===== src/rtl/inst_fetcher_pkg.sv =====
`default_nettype none
// +------------------------------------------------------------------+
// | inst_fetcher_pkg                                                 |
// | Shared widths, strobe levels and fetch FSM encodings.            |
// | Revision: 1.0                                                    |
// +------------------------------------------------------------------+
package inst_fetcher_pkg;

  localparam int INSTRUCTION_WIDTH = 32;
  localparam int ADDRESS_WIDTH     = 32;

  localparam logic ENABLE  = 1'b1;
  localparam logic DISABLE = 1'b0;

  localparam logic [ADDRESS_WIDTH-1:0] NULL = '0;

  localparam logic [0:0] IDLE     = 1'b0;
  localparam logic [0:0] WAIT_MEM = 1'b1;

  function automatic logic [ADDRESS_WIDTH-1:0] next_pc(input logic [ADDRESS_WIDTH-1:0] pc);
    return pc + 32'd4;
  endfunction

endpackage
`default_nettype wire


===== src/rtl/inst_fetcher_if.sv =====
`default_nettype none
// +------------------------------------------------------------------+
// | inst_fetcher_if                                                  |
// | Instruction-queue push port and memory-controller fetch port.    |
// | Revision: 1.0                                                    |
// +------------------------------------------------------------------+
interface inst_fetcher_if;
  import inst_fetcher_pkg::*;

  logic                         iq_rdy_in;
  logic                         iq_en_out;
  logic [INSTRUCTION_WIDTH-1:0] iq_inst_out;
  logic [ADDRESS_WIDTH-1:0]     iq_pc_out;

  logic                         mem_req_out;
  logic [ADDRESS_WIDTH-1:0]     mem_addr_out;
  logic                         mem_done_in;
  logic [INSTRUCTION_WIDTH-1:0] mem_inst_in;

  modport master (
    input  iq_rdy_in,
    output iq_en_out,
    output iq_inst_out,
    output iq_pc_out,
    output mem_req_out,
    output mem_addr_out,
    input  mem_done_in,
    input  mem_inst_in
  );

  modport slave (
    output iq_rdy_in,
    input  iq_en_out,
    input  iq_inst_out,
    input  iq_pc_out,
    input  mem_req_out,
    input  mem_addr_out,
    output mem_done_in,
    output mem_inst_in
  );

endinterface
`default_nettype wire


===== src/rtl/inst_fetcher_icache_dm.sv =====
`default_nettype none
// +------------------------------------------------------------------+
// | icache_dm                                                        |
// | Direct-mapped one-word-per-line cache, combinational lookup.     |
// | Revision: 1.0                                                    |
// +------------------------------------------------------------------+
module icache_dm
  import inst_fetcher_pkg::*;
#(
  parameter int IDX_W = 6
) (
  input  wire logic                         clk_in,
  input  wire logic                         rst_in,
  input  wire logic [ADDRESS_WIDTH-3:0]     i_rd_waddr,
  output logic                              o_hit,
  output logic [INSTRUCTION_WIDTH-1:0]      o_rd_word,
  input  wire logic                         i_wr_en,
  input  wire logic [ADDRESS_WIDTH-3:0]     i_wr_waddr,
  input  wire logic [INSTRUCTION_WIDTH-1:0] i_wr_word
);

  localparam int LINES = 2 ** IDX_W;
  localparam int TAG_W = ADDRESS_WIDTH - 2 - IDX_W;

  logic [LINES-1:0]             r_valid;
  logic [TAG_W-1:0]             r_tag  [LINES];
  logic [INSTRUCTION_WIDTH-1:0] r_data [LINES];

  logic [IDX_W-1:0] w_rd_idx;
  logic [TAG_W-1:0] w_rd_tag;
  logic [IDX_W-1:0] w_wr_idx;
  logic [TAG_W-1:0] w_wr_tag;

  assign w_rd_idx = i_rd_waddr[IDX_W-1:0];
  assign w_rd_tag = i_rd_waddr[ADDRESS_WIDTH-3:IDX_W];
  assign w_wr_idx = i_wr_waddr[IDX_W-1:0];
  assign w_wr_tag = i_wr_waddr[ADDRESS_WIDTH-3:IDX_W];

  assign o_hit     = r_valid[w_rd_idx] && (r_tag[w_rd_idx] == w_rd_tag);
  assign o_rd_word = r_data[w_rd_idx];

  always_ff @(posedge clk_in or posedge rst_in) begin
    if (rst_in) begin
      r_valid <= '0;
    end else if (i_wr_en) begin
      r_valid[w_wr_idx] <= ENABLE;
    end
  end

  // Tag and data need no reset: they are qualified by r_valid.
  always_ff @(posedge clk_in) begin
    if (i_wr_en) begin
      r_tag[w_wr_idx]  <= w_wr_tag;
      r_data[w_wr_idx] <= i_wr_word;
    end
  end

endmodule
`default_nettype wire


===== src/rtl/inst_fetcher.sv =====
`default_nettype none
// +------------------------------------------------------------------+
// | inst_fetcher                                                     |
// | Fetch FSM: PC+4 prediction, icache lookup, miss fill, IQ push.   |
// | Revision: 1.0                                                    |
// +------------------------------------------------------------------+
module inst_fetcher
  import inst_fetcher_pkg::*;
#(
  parameter int                       ICACHE_IDX_W = 6,
  parameter logic [ADDRESS_WIDTH-1:0] RESET_PC     = 32'h0
) (
  input  wire logic                     clk_in,
  input  wire logic                     rst_in,
  input  wire logic                     rdy_in,
  input  wire logic                     rob_flush_in,
  input  wire logic [ADDRESS_WIDTH-1:0] rob_target_pc_in,
  inst_fetcher_if.master                fetch_bus
);

  logic [ADDRESS_WIDTH-1:0]     r_pc;
  logic [0:0]                   r_state;
  logic                         r_discard;
  logic                         r_iq_en;
  logic [INSTRUCTION_WIDTH-1:0] r_iq_inst;
  logic [ADDRESS_WIDTH-1:0]     r_iq_pc;
  logic                         r_mem_req;
  logic [ADDRESS_WIDTH-1:0]     r_mem_addr;

  logic                         w_hit;
  logic [INSTRUCTION_WIDTH-1:0] w_word;
  logic                         w_fill;

  // A completion only counts while the controller is not stalled.
  assign w_fill = rdy_in && (r_state == WAIT_MEM) && fetch_bus.mem_done_in;

  icache_dm #(
    .IDX_W (ICACHE_IDX_W)
  ) u_icache (
    .clk_in     (clk_in),
    .rst_in     (rst_in),
    .i_rd_waddr (r_pc[ADDRESS_WIDTH-1:2]),
    .o_hit      (w_hit),
    .o_rd_word  (w_word),
    .i_wr_en    (w_fill),
    .i_wr_waddr (r_mem_addr[ADDRESS_WIDTH-1:2]),
    .i_wr_word  (fetch_bus.mem_inst_in)
  );

  always_ff @(posedge clk_in or posedge rst_in) begin
    if (rst_in) begin
      r_pc       <= RESET_PC;
      r_state    <= IDLE;
      r_discard  <= DISABLE;
      r_iq_en    <= DISABLE;
      r_iq_inst  <= NULL;
      r_iq_pc    <= NULL;
      r_mem_req  <= DISABLE;
      r_mem_addr <= NULL;
    end else begin
      r_iq_en <= DISABLE;
      if (rdy_in) begin
        case (r_state)
          IDLE: begin
            if (rob_flush_in) begin
              r_pc <= rob_target_pc_in;
            end else if (w_hit) begin
              if (fetch_bus.iq_rdy_in) begin
                r_iq_en   <= ENABLE;
                r_iq_inst <= w_word;
                r_iq_pc   <= r_pc;
                r_pc      <= next_pc(r_pc);
              end
            end else begin
              // Misses prefetch into the cache even when the queue is full.
              r_mem_req  <= ENABLE;
              r_mem_addr <= r_pc;
              r_state    <= WAIT_MEM;
            end
          end
          WAIT_MEM: begin
            if (fetch_bus.mem_done_in) begin
              r_mem_req <= DISABLE;
              r_discard <= DISABLE;
              r_state   <= IDLE;
            end else if (rob_flush_in) begin
              r_discard <= ENABLE;
            end
            if (rob_flush_in) begin
              r_pc <= rob_target_pc_in;
            end
          end
          default: r_state <= IDLE;
        endcase
      end
    end
  end

  assign fetch_bus.iq_en_out    = r_iq_en;
  assign fetch_bus.iq_inst_out  = r_iq_inst;
  assign fetch_bus.iq_pc_out    = r_iq_pc;
  assign fetch_bus.mem_req_out  = r_mem_req;
  assign fetch_bus.mem_addr_out = r_mem_addr;

  // A stale in-flight fetch can only exist while the request is outstanding.
  a_discard_in_wait: assert property (@(posedge clk_in) disable iff (rst_in)
    r_discard |-> (r_state == WAIT_MEM));

endmodule
`default_nettype wire


===== src/flat_wrapper.sv =====
// flat-port wrapper written by rule: the top's interface ports become plain ports
module inst_fetcher_flat import inst_fetcher_pkg::*;
#(
  parameter int                       ICACHE_IDX_W = 6,
  parameter logic [ADDRESS_WIDTH-1:0] RESET_PC     = 32'h0
)
  (clk_in, rst_in, rdy_in, rob_flush_in, rob_target_pc_in, fetch_bus_iq_rdy_in, fetch_bus_iq_en_out, fetch_bus_iq_inst_out, fetch_bus_iq_pc_out, fetch_bus_mem_req_out, fetch_bus_mem_addr_out, fetch_bus_mem_done_in, fetch_bus_mem_inst_in);
  inst_fetcher_if fetch_bus_i ();
  input  wire logic clk_in;
  input  wire logic rst_in;
  input  wire logic rdy_in;
  input  wire logic rob_flush_in;
  input  wire logic [ADDRESS_WIDTH-1:0] rob_target_pc_in;
  input wire logic [$bits(fetch_bus_i.iq_rdy_in)-1:0] fetch_bus_iq_rdy_in;
  output wire logic [$bits(fetch_bus_i.iq_en_out)-1:0] fetch_bus_iq_en_out;
  output wire logic [$bits(fetch_bus_i.iq_inst_out)-1:0] fetch_bus_iq_inst_out;
  output wire logic [$bits(fetch_bus_i.iq_pc_out)-1:0] fetch_bus_iq_pc_out;
  output wire logic [$bits(fetch_bus_i.mem_req_out)-1:0] fetch_bus_mem_req_out;
  output wire logic [$bits(fetch_bus_i.mem_addr_out)-1:0] fetch_bus_mem_addr_out;
  input wire logic [$bits(fetch_bus_i.mem_done_in)-1:0] fetch_bus_mem_done_in;
  input wire logic [$bits(fetch_bus_i.mem_inst_in)-1:0] fetch_bus_mem_inst_in;
  assign fetch_bus_i.iq_rdy_in = fetch_bus_iq_rdy_in;
  assign fetch_bus_iq_en_out = fetch_bus_i.iq_en_out;
  assign fetch_bus_iq_inst_out = fetch_bus_i.iq_inst_out;
  assign fetch_bus_iq_pc_out = fetch_bus_i.iq_pc_out;
  assign fetch_bus_mem_req_out = fetch_bus_i.mem_req_out;
  assign fetch_bus_mem_addr_out = fetch_bus_i.mem_addr_out;
  assign fetch_bus_i.mem_done_in = fetch_bus_mem_done_in;
  assign fetch_bus_i.mem_inst_in = fetch_bus_mem_inst_in;
  inst_fetcher #(.ICACHE_IDX_W(ICACHE_IDX_W), .RESET_PC(RESET_PC)) u_core (.clk_in(clk_in), .rst_in(rst_in), .rdy_in(rdy_in), .rob_flush_in(rob_flush_in), .rob_target_pc_in(rob_target_pc_in), .fetch_bus(fetch_bus_i));
endmodule

===== config.mk =====
export PLATFORM = sky130hd
export DESIGN_NAME = inst_fetcher_flat
export DESIGN_NICKNAME = d
export VERILOG_FILES = /design/src/rtl/inst_fetcher_pkg.sv /design/src/rtl/inst_fetcher_if.sv /design/src/rtl/inst_fetcher_icache_dm.sv /design/src/rtl/inst_fetcher.sv /design/src/flat_wrapper.sv
export SDC_FILE = /design/constraint.sdc
export NUM_CORES = 2
export LEC_CHECK = 0
export CORE_AREA = 2 2 496 744
export CTS_CLUSTER_SIZE = 10
export DETAILED_ROUTE_END_ITERATION = 8
export DIE_AREA = 0 0 498 746
export GPL_TIMING_DRIVEN = 0
export PLACE_DENSITY = 0.59
export RECOVER_POWER = 100
export SETUP_SLACK_MARGIN = 0.15
export SYNTH_ARGS = -nofsm -noshare
export SYNTH_HDL_FRONTEND = slang
export SYNTH_SLANG_ARGS = --single-unit

===== constraint.sdc =====
create_clock -name clk_in -period 6.5 [get_ports clk_in]
set_input_delay 1.3 -clock clk_in [delete_from_list [all_inputs] [get_ports clk_in]]
set_output_delay 1.3 -clock clk_in [all_outputs]
set_load 0.01 [all_outputs]

**Yosys cells after proc, flatten, opt, wreduce, memory -nomap -nowiden**

Memory sizes are Yosys's and may differ from the RTL's. A register that Yosys moved wholly into a read port is not among the register bits.
Cells that the tools add are included.

- Bits in registers: 163
- Logic and storage cells: 56
- Bits in writable memories: 3584
- Memories: 2
- Input port bits: 70
- Output and inout port bits: 98

- Mux-type cells: 24
- Bitwise logic cells: 4
- $lt $le $gt $ge: 3
- Add/subtract/negate cells: 1
- Reduce and logical (&&, ||, !) cells: 8
- Eq/ne operators: 7

Memory list:

| name | depth | width | read ports | clocked after memory_dff | wr ports | RTL line | source |
|---|---|---|---|---|---|---|---|
| u_core.u_icache.r_data | 64 | 32 | 1 | 1 | 1 | inst_fetcher_icache_dm.sv:27 | `logic [INSTRUCTION_WIDTH-1:0] r_data [LINES];` |
| u_core.u_icache.r_tag | 64 | 24 | 1 | 0 | 1 | inst_fetcher_icache_dm.sv:26 | `logic [TAG_W-1:0] r_tag [LINES];` |

Operators with widths:

| operator | number |
|---|---|
| 2-to-1 mux 32 bit | 4 |
| OR 64 bit | 1 |
| case mux 32 bit (2 select lines) | 1 |
| adder 32 x 3 -> 32 bit, second input constant | 1 |
| == test 24 bit | 1 |
| 2-to-1 mux 1 bit | 15 |
| < comparator 6 x 7 -> 1 bit, second input constant | 2 |
| AND reduction 4 bit | 3 |
| != test 2 bit, second input constant | 4 |
| binary-select mux 1 bit (select 6 bit) | 1 |
| demux 1 bit (select 6 bit) | 1 |
| greater-or-equal comparator 6 x 1 -> 1 bit, second input constant | 1 |
| != test 3 bit, second input constant | 2 |
| AND reduction 5 bit | 1 |
| logical AND 1 bit | 4 |
| case mux 1 bit (2 select lines) | 2 |
| NOT 1 bit | 3 |

**Logic depth before layout (Yosys ltp)**

- Depth in word-level cells: 7
- Mapped depth: 18
- Gate-level depth less buffers: 10

**Modules after synthesis**

Synthesis repeated with hierarchy kept, for this count alone.

- Cells, all modules: 6591
- Area, all modules: 145328.1 um^2

Modules (own cells, without submodules):

| module | sequential area each (um^2) | cells each | area an instance (um^2) | times used |
|---|---|---|---|---|
| icache_dm | 109224.8 | 6007 | 139687.7 | 1 |
| inst_fetcher | 3278.1 | 584 | 5640.4 | 1 |

**Least setup slack after synthesis**

No wires, ideal clock.

- Path kind: input to register
- Start: input port fetch_bus_mem_done_in
- End: memory u_core.u_icache.r_data[31][0] (enable)
- Cell stages on the path: 4
- Setup time: 0.471 ns
- Arrival: 4.239 ns
- Setup slack: 1.790 ns
- Required time: 6.029 ns
- Cell sequence: nand3_1 nor2_1 nand3_1 nor2_1

- Cells in the longest elaborated chain, start to end: 3

Ends and longest elaborated chain:

| item | RTL line | source |
|---|---|---|
| start, declared | flat_wrapper.sv:20 | `input wire logic [$bits(fetch_bus_i.mem_done_in)-1:0] fetch_bus_mem_done_in;` |
| logical AND 1 bit | inst_fetcher.sv:35 | `assign w_fill = rdy_in && (r_state == WAIT_MEM) && fetch_bus.mem_done_in;` |
| 2-to-1 mux 1 bit | inst_fetcher_icache_dm.sv:52 | `if (i_wr_en) begin` |
| 2-to-1 mux 1 bit (not written as such) | inst_fetcher_icache_dm.sv:54 | `r_data[w_wr_idx] <= i_wr_word;` |
| end, declared | inst_fetcher_icache_dm.sv:27 |  |

No other way between the ends.

**Worst setup path after layout**

- Start: input port rdy_in
- End: memory u_core.u_icache.r_tag[45][6] (netlist bit) (enable)

- Cells in the longest elaborated chain, start to end: 4

Ends and longest elaborated chain:

| item | RTL line | source |
|---|---|---|
| start, declared | flat_wrapper.sv:11 | `input wire logic rdy_in;` |
| logical AND 1 bit (2 in series) | inst_fetcher.sv:35 |  |
| 2-to-1 mux 1 bit | inst_fetcher_icache_dm.sv:52 |  |
| 2-to-1 mux 1 bit (not written as such) | inst_fetcher_icache_dm.sv:53 | `r_tag[w_wr_idx] <= w_wr_tag;` |
| end, declared | inst_fetcher_icache_dm.sv:26 |  |

No other way between the ends.

==> out/results.ini <==
[run_status]
status=complete, but fails checks
violations=max-capacitance violations, max-slew violations, negative setup slack

[floorplan]
fp.dieW_um=498
core_area_um2=365000
initial_core_util_pct=39.9
io_pins=168
rows=272
die_area_um2=372000
die_h_um=746

[critical_path]
critPathKind=in -> reg
r2r_end=u_core.fetch_bus.iq_inst_out[2]
r2r-start=u_core.r_pc[3]
required_ns=7.01
arrival_ns=7.21
path_max_fanout=12
reg2reg_slack_ns=-0.15
r2r_cells=16
start_kind=input pin
endpoint_kind=flop

[grt]
grt_pass1_wl_um=678000
antenna_found_initial=37
grt_overflow=0
grt_pass1_vias=76900
grt_use_total_pct=27.0
grt_start_max_net_pins=65

[cells_and_area]
drive_gt1_share_pct=26.7
final_common_cell=edfxtp_1
syn2layout_area_growth_pct=15.0
final_area_um2=167000
layout_common_cells=3584 x edfxtp_1, 1025 x mux4_2, 494 x clkbuf_1
nFillCells=30300
fin_util_pct=45.8
fin_nets=7287

[synthesis]
syn_area_um2=146000
ys_seq_area_share_pct=77.3
ys_ff_latch=3779
synth_nets=6429
synthArstFlopShare_pct=5.16
avgSynthCellArea_um2=22.9
ys_types=82
synth_warnings=0
synth-main-ff-cell=edfxtp_1
syn_inst=6358
synth_edf_count=3584

[route]
vias_per_cell=6.20
routedWlPerCell_um=41.5
drtAntennaViolNets=0
vias=76000
dr.pass1.iters=8
drc_errors=0
dr.first_iter.drc_count=10800
wl_um=509000

[place]
io_buffers=167
place_hpwl_um=349000
place_area_um2=159000
gp_congestion=0.968
post-place-ws_ns=-1.38

[cts]
cts_tree=yes
clk_pin_slew_ns=0.05
cts_buffers=421
clk_latency_ns=0.96
cts_sinks=3779
root_buffer=clkbuf_16
clockBufferDepth=4
h-tree-depth=5

[sta]
max_freq_mhz=149
period_minus_slack_ns=6.70
fin_setup_tns_ns=-20.69
rsz0062_at_grt=true
setup_violations=285
relSlewSlack_pct=-113
period_share_pct=103
finalClockSkew_ns=0.0537
drv_slew=4592
hold_viol=0
tightest_slew_ns=3.20
worst_slack_ns=-0.198

[worst_hold_path]
hold_start=u_core.u_icache.r_valid[3]
whs_path_depth=1
min_path_type=reg -> reg
hold_path_end=u_core.u_icache.r_valid[3]

[pwr]
power_mw=61.5
leakage_nw=53.1
p_per_area_nw_per_um2=367
peakVddDrop_mv=0.249

[run]
maxCapViolCount=172

## synthesized netlist by cell type (all sizes together), types with 4 or more instances
master	number	area (um2)
nand3	37	185
nand3b	8	60.1
a21oi	72	360
nand2b	9	56.3
a211o	8	70.1
and2	19	119
dfrtp	195	4880
o311a	4	40.0
a31oi	35	219
o21a	6	45.0
nor3	15	75.1
edfxtp	3584	108000
inv	20	75.1
o221a	6	67.6
mux2	98	1270
or3	9	56.3
xor2	5	43.8
nor4	4	31.3
nand2	166	623
nor2	136	510
nor2b	18	113
mux4	1025	23100
a22o	10	87.6
o211ai	6	45.0
a21o	5	37.5
nand4	6	37.5
a41oi	4	35.0
or2	68	425
clkbuf	161	604
or3b	4	35.0
o21ai	70	350
nor4b	4	47.6
a211oi	15	113
o22a	13	114
and3	31	194
o221ai	27	236
mux2i	121	1210
o21bai	4	30.0
buf	188	1130
o22ai	13	81.3
xnor2	12	105
a22oi	47	353
a32oi	12	105
a221oi	13	120
## power by group
part	leakage (nW)	total [mW]	switching, mW	internal, mW
logic	12.9	11.7	7.49	4.17
registers	34.6	28.4	0.489	27.9
clock network	5.66	21.4	9.35	12.1
total	53.1	61.5	17.3	44.1
## worst max-delay path, stage by stage
cell and delay (ns):
dlygate4sd3_1 0.69, nand3_1 0.73, nor2_1 0.65, nand2_1 0.36, nor2_1 0.99, clkbuf_1 1.15
dlymetal6s4s_1 1.24
## what timing repair did
| action | in CTS | in global routing |
|---|---|---|
| setup buffers | 0 | 0 |
| hold buffers | 0 | 0 |
| resized for setup | 81 | 34 |
| endpoints found under the setup margin | 128 | 92 |
| endpoints found under the hold margin | 0 | 0 |
## area by class of cell
type | count | area, um2 | share of cell area (%)
antenna | 17 | 42.5 | 0.0254
buffer | 349 | 1920 | 1.14
clock buffer | 638 | 11500 | 6.90
clock inverter | 20 | 240 | 0.144
inverter | 21 | 85.1 | 0.0509
multi-input combinational | 2209 | 31200 | 18.6
sequential | 3779 | 113000 | 67.2
tap | 4795 | 6000 | 3.59
timing repair buffer | 435 | 3830 | 2.29
## worst max-delay path by stage
stage	from	end	slack [ns]	cells past startpoint
finish	rdy_in	u_core.u_icache.r_tag[45][6]	-0.20	7
floorplan	fetch_bus_mem_done_in	u_core.u_icache.r_data[31][0]	1.79	4
detailed placement	u_core.r_pc[3]	u_core.fetch_bus.iq_inst_out[21]	-1.38	14
global route	rst_in	u_core.r_pc[24]	0.08	5
CTS	u_core.r_pc[5]	u_core.fetch_bus.iq_pc_out[25]	0.16	14
global placement	rdy_in	u_core.u_icache.r_valid[6]	-5.49	6
## per-stage QoR
step | hold slack [ns] | std cells
6_report | 0.459 | 12300
5_1_grt | 0.472 | 12300
4_1_cts | 0.462 | 12200
3_5_place_dp | 0.449 | 11600
3_3_place_gp | 0.445 | 11300
2_1_floorplan | 0.434 | 6358
## logic make-up after synthesis
family	share of synthesized area, %
AO/OA/AOI/OAI	1.92
XOR/XNOR	0.102
adder cells (fa/ha/maj)	0.00860
buffers and inverters	1.25
flip-flops	77.3
multiplexers	17.6
AND/OR/NAND/NOR	1.84
## per-layer routing
| layer | share of wire (%) | vias up | track usage [%] |
|---|---|---|---|
| li1 | - | 28700 | - |
| met5 | 0.025 | - | 0 |
| met4 | 8.8 | 20 | 18.1 |
| met2 | 50 | 4783 | 46.2 |
| met1 | 33 | 41100 | 30.6 |
| met3 | 9.0 | 1486 | 5.23 |
## state kept, by name, summed over array words and instances, names as in the netlist
register and count:
u_core.fetch_bus.iq_en_out 1, u_core.fetch_bus.mem_req_out 1, u_core.fetch_bus.iq_inst_out 32, u_core.u_icache.r_data 2048, u_core.u_icache.r_tag 1536, u_core.fetch_bus.mem_addr_out 32, u_core.u_icache.r_valid 64, u_core.r_state 1
u_core.fetch_bus.iq_pc_out 32, u_core.r_pc 32
Power figures use the tool's default switching activity.
